==> src/rtl/wb_burst_master.sv <==
// -----------------------------------------------------------------------------
// wb_burst_master
//
// Wishbone B3 initiator. One command from a valid/ready command port becomes
// either a classic single cycle (len==0) or a registered-feedback burst
// (CTI 010 ... 111) with linear or wrapping addressing (BTE), read or write.
// Write beats come in on a valid/ready stream. Read beats go out as one-cycle
// pulses with no backpressure.
//
// Handshake rule for every valid/ready pair in this block (cmd_*, wr_*): a
// transfer happens on the rising clock edge where valid and ready are both
// high. Valid, once raised, keeps its payload stable until that edge. Ready may
// depend combinationally on current inputs: wr_ready_o looks at wb_ack_i so a
// new beat can replace the acknowledged one with no bubble.
//
// Parameters
//   aw : byte address width of wb_adr_o / cmd_adr_i (must be >= 6)
//   lw : width of cmd_len_i; burst length = cmd_len_i + 1 beats
//
// Ports
//   wb_clk_i, wb_rst_ni         clock (rising edge), async active-low reset
//   cmd_valid_i / cmd_ready_o   command handshake; ready only while idle
//   cmd_we_i, cmd_adr_i,        write flag, start byte address (bits [1:0]
//   cmd_len_i, cmd_bte_i        forced to 0), beats-1, burst type
//   wr_data_i / wr_valid_i /    write beat stream
//   wr_ready_o
//   rd_data_o / rd_valid_o      registered read beat, one-cycle pulse
//   done_o / done_err_o         end-of-command pulse; err flag valid with it
//   wb_* outputs                registered wishbone initiator signals
//   wb_dat_i/wb_ack_i/wb_err_i  wishbone responder inputs
//   dbg_state_o                 current FSM state (0 idle, 1 bus)
// -----------------------------------------------------------------------------
module wb_burst_master #(
  parameter int aw = 32,
  parameter int lw = 4
) (
  input  logic          wb_clk_i,
  input  logic          wb_rst_ni,

  input  logic          cmd_valid_i,
  output logic          cmd_ready_o,
  input  logic          cmd_we_i,
  input  logic [aw-1:0] cmd_adr_i,
  input  logic [lw-1:0] cmd_len_i,
  input  logic [1:0]    cmd_bte_i,

  input  logic [31:0]   wr_data_i,
  input  logic          wr_valid_i,
  output logic          wr_ready_o,

  output logic [31:0]   rd_data_o,
  output logic          rd_valid_o,
  output logic          done_o,
  output logic          done_err_o,

  output logic [aw-1:0] wb_adr_o,
  output logic [31:0]   wb_dat_o,
  output logic [3:0]    wb_sel_o,
  output logic          wb_we_o,
  output logic          wb_cyc_o,
  output logic          wb_stb_o,
  output logic [2:0]    wb_cti_o,
  output logic [1:0]    wb_bte_o,
  input  logic [31:0]   wb_dat_i,
  input  logic          wb_ack_i,
  input  logic          wb_err_i,

  output logic          dbg_state_o
);

  typedef enum logic {
    S_IDLE = 1'b0,
    S_BUS  = 1'b1
  } state_e;

  localparam logic [2:0]  CTI_CLASSIC = 3'b000;
  localparam logic [2:0]  CTI_INCR    = 3'b010;
  localparam logic [2:0]  CTI_END     = 3'b111;
  localparam logic [lw-1:0] REM_ONE   = {{(lw-1){1'b0}}, 1'b1};
  localparam logic [lw:0]   FETCH_ONE = {{lw{1'b0}}, 1'b1};
  localparam logic [aw-1:0] ADR_STEP  = {{(aw-3){1'b0}}, 3'b100};

  state_e        state_q, state_d;
  logic          we_q, we_d;
  logic [1:0]    bte_q, bte_d;
  logic [aw-1:0] adr_q, adr_d;
  logic [lw-1:0] rem_q, rem_d;       // acks still expected after the current beat
  logic [lw:0]   fetch_q, fetch_d;   // write beats still to pull from wr_*
  logic          cyc_q, cyc_d;
  logic          stb_q, stb_d;
  logic [2:0]    cti_q, cti_d;
  logic          hold_full_q, hold_full_d;
  logic [31:0]   dat_q, dat_d;
  logic [31:0]   rd_data_q, rd_data_d;
  logic          rd_valid_q, rd_valid_d;
  logic          done_q, done_d;
  logic          done_err_q, done_err_d;

  logic beat_ack;
  logic beat_err;
  logic last_beat;
  logic wr_ready;
  logic wr_fire;

  // Next beat address. Wrapping bursts only step the low word-index bits
  // inside the aligned 4/8/16-word block; linear steps the whole address and
  // rolls over at 2^aw.
  function automatic logic [aw-1:0] next_adr(input logic [aw-1:0] a,
                                             input logic [1:0]    bte);
    logic [aw-1:0] inc;
    logic [aw-1:0] mask;
    inc = a + ADR_STEP;
    case (bte)
      2'b01:   mask = {{(aw-6){1'b0}}, 6'h0c};
      2'b10:   mask = {{(aw-6){1'b0}}, 6'h1c};
      2'b11:   mask = {{(aw-6){1'b0}}, 6'h3c};
      default: mask = '1;
    endcase
    return (a & ~mask) | (inc & mask);
  endfunction

  // Responses only count while a strobe is out; err wins over ack.
  assign beat_err  = cyc_q & stb_q & wb_err_i;
  assign beat_ack  = cyc_q & stb_q & wb_ack_i & ~wb_err_i;
  assign last_beat = (rem_q == '0);

  // A new write beat fits when the holding register is empty or is being
  // emptied by this cycle's ack.
  assign wr_ready = (state_q == S_BUS) & we_q & (fetch_q != '0) &
                    (~hold_full_q | beat_ack);
  assign wr_fire  = wr_valid_i & wr_ready;

  always_comb begin
    state_d     = state_q;
    we_d        = we_q;
    bte_d       = bte_q;
    adr_d       = adr_q;
    rem_d       = rem_q;
    fetch_d     = fetch_q;
    cyc_d       = cyc_q;
    stb_d       = stb_q;
    cti_d       = cti_q;
    hold_full_d = hold_full_q;
    dat_d       = dat_q;
    rd_data_d   = rd_data_q;
    rd_valid_d  = 1'b0;
    done_d      = 1'b0;
    done_err_d  = 1'b0;

    case (state_q)
      S_IDLE: begin
        if (cmd_valid_i) begin
          state_d     = S_BUS;
          we_d        = cmd_we_i;
          bte_d       = cmd_bte_i;
          adr_d       = {cmd_adr_i[aw-1:2], 2'b00};
          rem_d       = cmd_len_i;
          fetch_d     = {1'b0, cmd_len_i} + FETCH_ONE;
          cyc_d       = 1'b1;
          // Reads strobe at once; writes wait for the first beat.
          stb_d       = ~cmd_we_i;
          cti_d       = (cmd_len_i == '0) ? CTI_CLASSIC : CTI_INCR;
          hold_full_d = 1'b0;
        end
      end

      S_BUS: begin
        if (beat_err) begin
          // Abort: drop the bus and any pending write beat.
          state_d     = S_IDLE;
          cyc_d       = 1'b0;
          stb_d       = 1'b0;
          cti_d       = CTI_CLASSIC;
          hold_full_d = 1'b0;
          fetch_d     = '0;
          done_d      = 1'b1;
          done_err_d  = 1'b1;
        end else begin
          if (we_q) begin
            if (wr_fire) begin
              hold_full_d = 1'b1;
              dat_d       = wr_data_i;
              fetch_d     = fetch_q - FETCH_ONE;
            end else if (beat_ack) begin
              hold_full_d = 1'b0;
            end
            // Write strobe simply mirrors holding-register occupancy, which
            // produces wait states when the write stream stalls.
            stb_d = hold_full_d;
          end

          if (beat_ack) begin
            adr_d = next_adr(adr_q, bte_q);
            if (!we_q) begin
              rd_data_d  = wb_dat_i;
              rd_valid_d = 1'b1;
            end
            if (last_beat) begin
              state_d     = S_IDLE;
              cyc_d       = 1'b0;
              stb_d       = 1'b0;
              cti_d       = CTI_CLASSIC;
              hold_full_d = 1'b0;
              done_d      = 1'b1;
            end else begin
              rem_d = rem_q - REM_ONE;
              // The beat that follows is the final one when one ack remains.
              cti_d = (rem_q == REM_ONE) ? CTI_END : CTI_INCR;
            end
          end
        end
      end

      default: state_d = S_IDLE;
    endcase
  end

  always_ff @(posedge wb_clk_i or negedge wb_rst_ni) begin
    if (!wb_rst_ni) begin
      state_q     <= S_IDLE;
      we_q        <= 1'b0;
      bte_q       <= 2'b00;
      adr_q       <= '0;
      rem_q       <= '0;
      fetch_q     <= '0;
      cyc_q       <= 1'b0;
      stb_q       <= 1'b0;
      cti_q       <= CTI_CLASSIC;
      hold_full_q <= 1'b0;
      dat_q       <= '0;
      rd_data_q   <= '0;
      rd_valid_q  <= 1'b0;
      done_q      <= 1'b0;
      done_err_q  <= 1'b0;
    end else begin
      state_q     <= state_d;
      we_q        <= we_d;
      bte_q       <= bte_d;
      adr_q       <= adr_d;
      rem_q       <= rem_d;
      fetch_q     <= fetch_d;
      cyc_q       <= cyc_d;
      stb_q       <= stb_d;
      cti_q       <= cti_d;
      hold_full_q <= hold_full_d;
      dat_q       <= dat_d;
      rd_data_q   <= rd_data_d;
      rd_valid_q  <= rd_valid_d;
      done_q      <= done_d;
      done_err_q  <= done_err_d;
    end
  end

  assign cmd_ready_o = (state_q == S_IDLE);
  assign wr_ready_o  = wr_ready;
  assign rd_data_o   = rd_data_q;
  assign rd_valid_o  = rd_valid_q;
  assign done_o      = done_q;
  assign done_err_o  = done_err_q;
  assign wb_adr_o    = adr_q;
  assign wb_dat_o    = dat_q;
  assign wb_sel_o    = 4'hf;
  assign wb_we_o     = we_q;
  assign wb_cyc_o    = cyc_q;
  assign wb_stb_o    = stb_q;
  assign wb_cti_o    = cti_q;
  assign wb_bte_o    = bte_q;
  assign dbg_state_o = state_q;

endmodule

==> config.mk <==
export PLATFORM = sky130hd
export DESIGN_NAME = wb_burst_master
export DESIGN_NICKNAME = d
export VERILOG_FILES = /design/src/rtl/wb_burst_master.sv
export SDC_FILE = /design/constraint.sdc
export NUM_CORES = 1
export LEC_CHECK = 0
export CORE_MARGIN = 10
export CORE_UTILIZATION = 40
export CTS_CLUSTER_DIAMETER = 120
export DETAILED_ROUTE_END_ITERATION = 8
export PLACE_DENSITY = 0.84
export SYNTH_ARGS = -nofsm -noshare
export SYNTH_HDL_FRONTEND = slang
export SYNTH_SLANG_ARGS = --single-unit
==> constraint.sdc <==
create_clock -name wb_clk_i -period 2.9 [get_ports wb_clk_i]
set_clock_uncertainty 0.2 [all_clocks]
set_input_delay 0.29 -clock wb_clk_i [delete_from_list [all_inputs] [get_ports wb_clk_i]]
set_output_delay 0.29 -clock wb_clk_i [all_outputs]
set_load 0.1 [all_outputs]
==> After elaboration in Yosys (flattened, before gate mapping) <==
Cells that the tools add are included.
{ "op_classes": {"mux": 59, "n_reduce_logical": 11, "add_sub_neg": 4, "n_eq_ne": 12, "bitwise": 19} }
{ "ops": {"columns": ["op", "count"], "rows": [
  ["32-bit 2-to-1 mux", 6],
  ["32-bit case mux with 3 select lines", 1],
  ["32-bit AND", 2],
  ["32-bit case mux with 2 select lines", 1],
  ["32-bit by 3-bit adder with 32-bit output, second input constant", 1],
  ["32-bit NOT", 1],
  ["32-bit OR", 1],
  ["1-bit 2-to-1 mux", 30],
  ["5-bit 2-to-1 mux", 4],
  ["4-bit 2-to-1 mux", 4],
  ["3-bit 2-to-1 mux", 5],
  ["3-bit by 1-bit inequality test with 1-bit output, second input constant", 4],
  ["4-bit AND reduction", 3],
  ["5-bit case mux with 2 select lines", 1],
  ["3-bit AND reduction", 3],
  ["1-bit AND", 8],
  ["4-bit zero test", 2],
  ["1-bit case mux with 2 select lines", 4],
  ["4-bit case mux with 2 select lines", 1],
  ["2-bit inequality test, second input constant", 3],
  ["1-bit NOT", 6],
  ["3-bit case mux with 2 select lines", 1],
  ["4-bit by 1-bit adder with 5-bit output, second input constant", 1],
  ["5-bit nonzero test", 1],
  ["9 further kinds", 11]
]} }
{ "totals": {"elab_cells": 120, "reg_bits": 118} }

==> Longest topological paths before layout <==
Gate-level depths: netlist (run 1).
{ "depth": {"ltp_word": 12, "depth_mapped": 9, "mapped_depth_nobuf": 7} }

==> Worst setup path after synthesis (run 1) <==
No wires, ideal clock.
{ "synth_path": {"kind": "reg-to-output", "from": "reg state_q, in the netlist dbg_state_o", "to": "out wr_ready_o", "path_buffers": 3, "slack_ns": -0.233, "arrival_ns": 2.643, "stages_incl_launch_ff": 5, "cell_sequence": "dfrtp_1 -> clkbuf_8 -> clkbuf_1 -> buf_1 -> and4_1"} }
{ "synth_via": {"elab_chain_len": 3} }
{ "synth_rtl": {"columns": ["item", "line", "rtl"], "rows": [
  ["start: declaration", "83", "state_e state_q, state_d;"],
  ["start signal: assignment", "236", "state_q <= state_d;"],
  ["1-bit AND (3 in series)", "129", "assign wr_ready = (state_q == S_BUS) & we_q & (fetch_q != '0) &"],
  ["end: declaration", "49", "output logic wr_ready_o,"]
]} }
Every way passes these cells.

==> results of run 1 <==
==> cells in the final DEF, fill, tap and decap left out, drive strengths merged, types with 9 or more instances in the layout <==
| cell type | n |
|---|---|
| mux2 | 64 |
| inv | 19 |
| clkdlybuf4s50 | 105 |
| buf | 129 |
| nor3 | 12 |
| nor2 | 33 |
| clkbuf | 18 |
| nand4 | 15 |
| o21ai | 29 |
| nand2 | 39 |
| nand3 | 26 |
| a21oi | 26 |
| dfrtp | 117 |
| ha | 9 |
==> routing by layer <==
metal / up-vias / GRT usage (%)
met2: 239 / 31.0
li1: 2362 / -
met4: 0 / 5.93
met5: - / 0
met3: 30 / 6.40
met1: 2466 / 22.6
==> cell families after synthesis <==
logic type	count (synthesis)
mux	70
simple gates	170
fa+ha+maj	9
other cells	1
flops	117
compound gates	103
xor+xnor	3
buf+inv	45
==> worst max-delay path: stages, from the launching register on <==
cell,delay (ns)
dfrtp_2,0.44
ha_1,0.24
nand3_1,0.24
nor4_4,0.63
nand3_2,0.14
or4_1,0.48
nand3_1,0.10
==> synthesized netlist by cell type (7+ instances only) <==
cell / instances / area (sq um)
a21oi_1: 26 / 130
buf_2: 7 / 35.0
clkbuf_1: 10 / 37.5
dfrtp_1: 117 / 2930
ha_1: 9 / 113
inv_1: 17 / 63.8
mux2_1: 50 / 563
mux2_2: 14 / 158
nand2_1: 39 / 146
nand3_1: 25 / 125
nand4_1: 13 / 81.3
nor2_1: 33 / 124
nor3_1: 12 / 60.1
o21ai_0: 26 / 130
o22ai_1: 7 / 43.8
==> path summary, 6_finish.rpt <==
check | startpoint | end | slack (ns) | depth (start not counted)
worst max-delay path | wb_adr_o[2]$_DFFE_PN0P_ | register | 0.36 | 6
worst min-delay path | wb_rst_ni | async pin | 0.08 | 2
max in group asynchronous | wb_rst_ni | rd_data_o[24]$_DFFE_PN0P_ | 1.46 | 3
min in group wb_clk_i | cmd_adr_i[18] | register | 0.24 | 3
worst min register to register | rd_data_o[22]$_DFFE_PN0P_ | rd_data_o[22]$_DFFE_PN0P_ | 0.29 | 1
worst max register to register | wb_adr_o[2]$_DFFE_PN0P_ | register | 0.36 | 6
==> final cells by class <==
cell class,count,area (sq um)
Fill cell,1112,5460
Sequential cell,117,2930
Multi-Input combinational cell,359,2520
Timing Repair Buffer,235,2070
Clock buffer,18,439
Tap cell,180,225
Clock inverter,14,176
Inverter,18,67.6
==> through the flow <==
step / utilization (%) / cell area (sq um) / hold WS [ns] / std cells
6_report: 60.7 / 8420 / 0.0793 / 941
5_1_grt: 60.7 / 8420 / 0.0809 / 941
4_1_cts: 60.7 / 8420 / 0.0624 / 941
3_5_place_dp: 56.2 / 7800 / -0.0263 / 908
3_3_place_gp: 56.2 / 7800 / -0.0374 / 908
2_1_floorplan: - / 5670 / -0.206 / 521
==> timing repair <==
action / 4_1_cts / 5_1_grt
hold buffers: 1 / 0
resized for setup: 0 / 0
endpoints found under the hold margin: 61 / 0
==> key figures, run 1 <==
Clocking
  – Setup repair bufs after CTS: 0
  – Inserted Clock Buffers: 17
  – Clk_lat worst skew: 0.41 ns
  – CTS tree: done
  – Root Buffer: clkbuf_16
  – H-Tree Level Count: 4
  – Clock tree buffer depth: 2
  – Reg clk slew, reported paths: 0.06 ns
  – Clock Sinks: 117

Timing
  – Slew @ Worst Pin: 0.668 ns
  – Period utilisation layout: 87.6%
  – Max frequency: 394 MHz
  – Max-slew violation count: 0
  – Fin. Hold Viols: 0
  – Setup TNS: 0 ns
  – RSZ-0062 raised after global routing: false
  – Relative slew slack: 55.1%
  – # setup viols final: 0
  – Min Tclk post-route: 2.54 ns
  – Setup ws final: 0.360 ns

Synthesis
  – Synth unique cells: 68
  – Asr flop ratio synth: 100%
  – Synth Area in Adders: 1.99%
  – Post-synthesis mux area share: 13.8%
  – Largest family of logic cells by synthesized area: simple AND/OR/NAND/NOR gates
  – YS warnings: 0
  – Flops & latches, synth: 117
  – Top_reg_cell synth: dfrtp_1
  – Compound-cell area share of the yosys netlist: 11.7%
  – Post-Syn Area per Cell: 10.9 sq um
  – Register area share after synthesis: 51.8%
  – Synthesized area: 0.00566 sq mm
  – Post-synth EDFFs: 0
  – Syn Inst Count: 518
  – Simple-gate share of the synthesized area: 16.3%
  – Synth Area in XOR/XNOR: 0.465%

Routing
  – DRT Pass-1 Iters: 5
  – Top Metal Used: met4
  – Final wirelength: 18,400 um
  – Routed vias: 5,097
  – Vias/cell: 5.42
  – DRC: 0
  – Initial drt markers: 396
  – Metal1 wirelength: 7470 um
  – DRT antenna net count: 0
  – DR WL met3: 1460 um
  – Drt wl/cell: 19.5 um
  – Met2 routed wirelength: 9080 um

Die
  – Core ar.: 0.0139 sq mm
  – Row count: 43
  – Full die area: 0.0193 sq mm
  – Die X: 139 um
  – Die Ht: 139 um
  – Starting density of the core: 40.7%
  – Ports: 223

Job
  – Max cap viols: 0

Finish
  – # diodes: 0
  – Final nets: 866
  – Share of post-route cells with drive strength above 1: 25.2%
  – Area delta synth->final: 49.0%

Worst setup path
  – Critical Path RT: 3.05 ns
  – Critical path type: register to register
  – Crit path launch type: register
  – Setup crit end kind: register
  – CP arrival: 2.69 ns
  – Crit-path max FO: 10

Place
  – I/O Buffers: 216
  – Post-place setup slack: 0.318 ns
  – DPL Wire Length: 14,000 um
  – Routability cong.: 0.882

Global route
  – Total GRT Usage: 18.8%
  – Grt ovf: 0
  – Largest net degree at the start of global routing: 57
  – Vias in the first global route: 5,329
  – Initial antenna violation count: 0
  – Global-route wire length before repair: 29,400 um

Min path
  – Hold crit path type: input pin to async pin

Outcome
  – Status: complete, no violations
Power of run 1 is not shown: default switching activity piles up to over one toggle a cycle in this logic, so the estimate is an artifact.
==> inputs of run 2 (changes only) <==
- ABC_CLOCK_PERIOD_IN_PS: default -> 2900
- SLEW_MARGIN: default -> 0
==> results of run 2 <==
Same layout as run 1: the final DEF is identical, and so are final timing and power.
Power of run 2 is left out for the same reason.
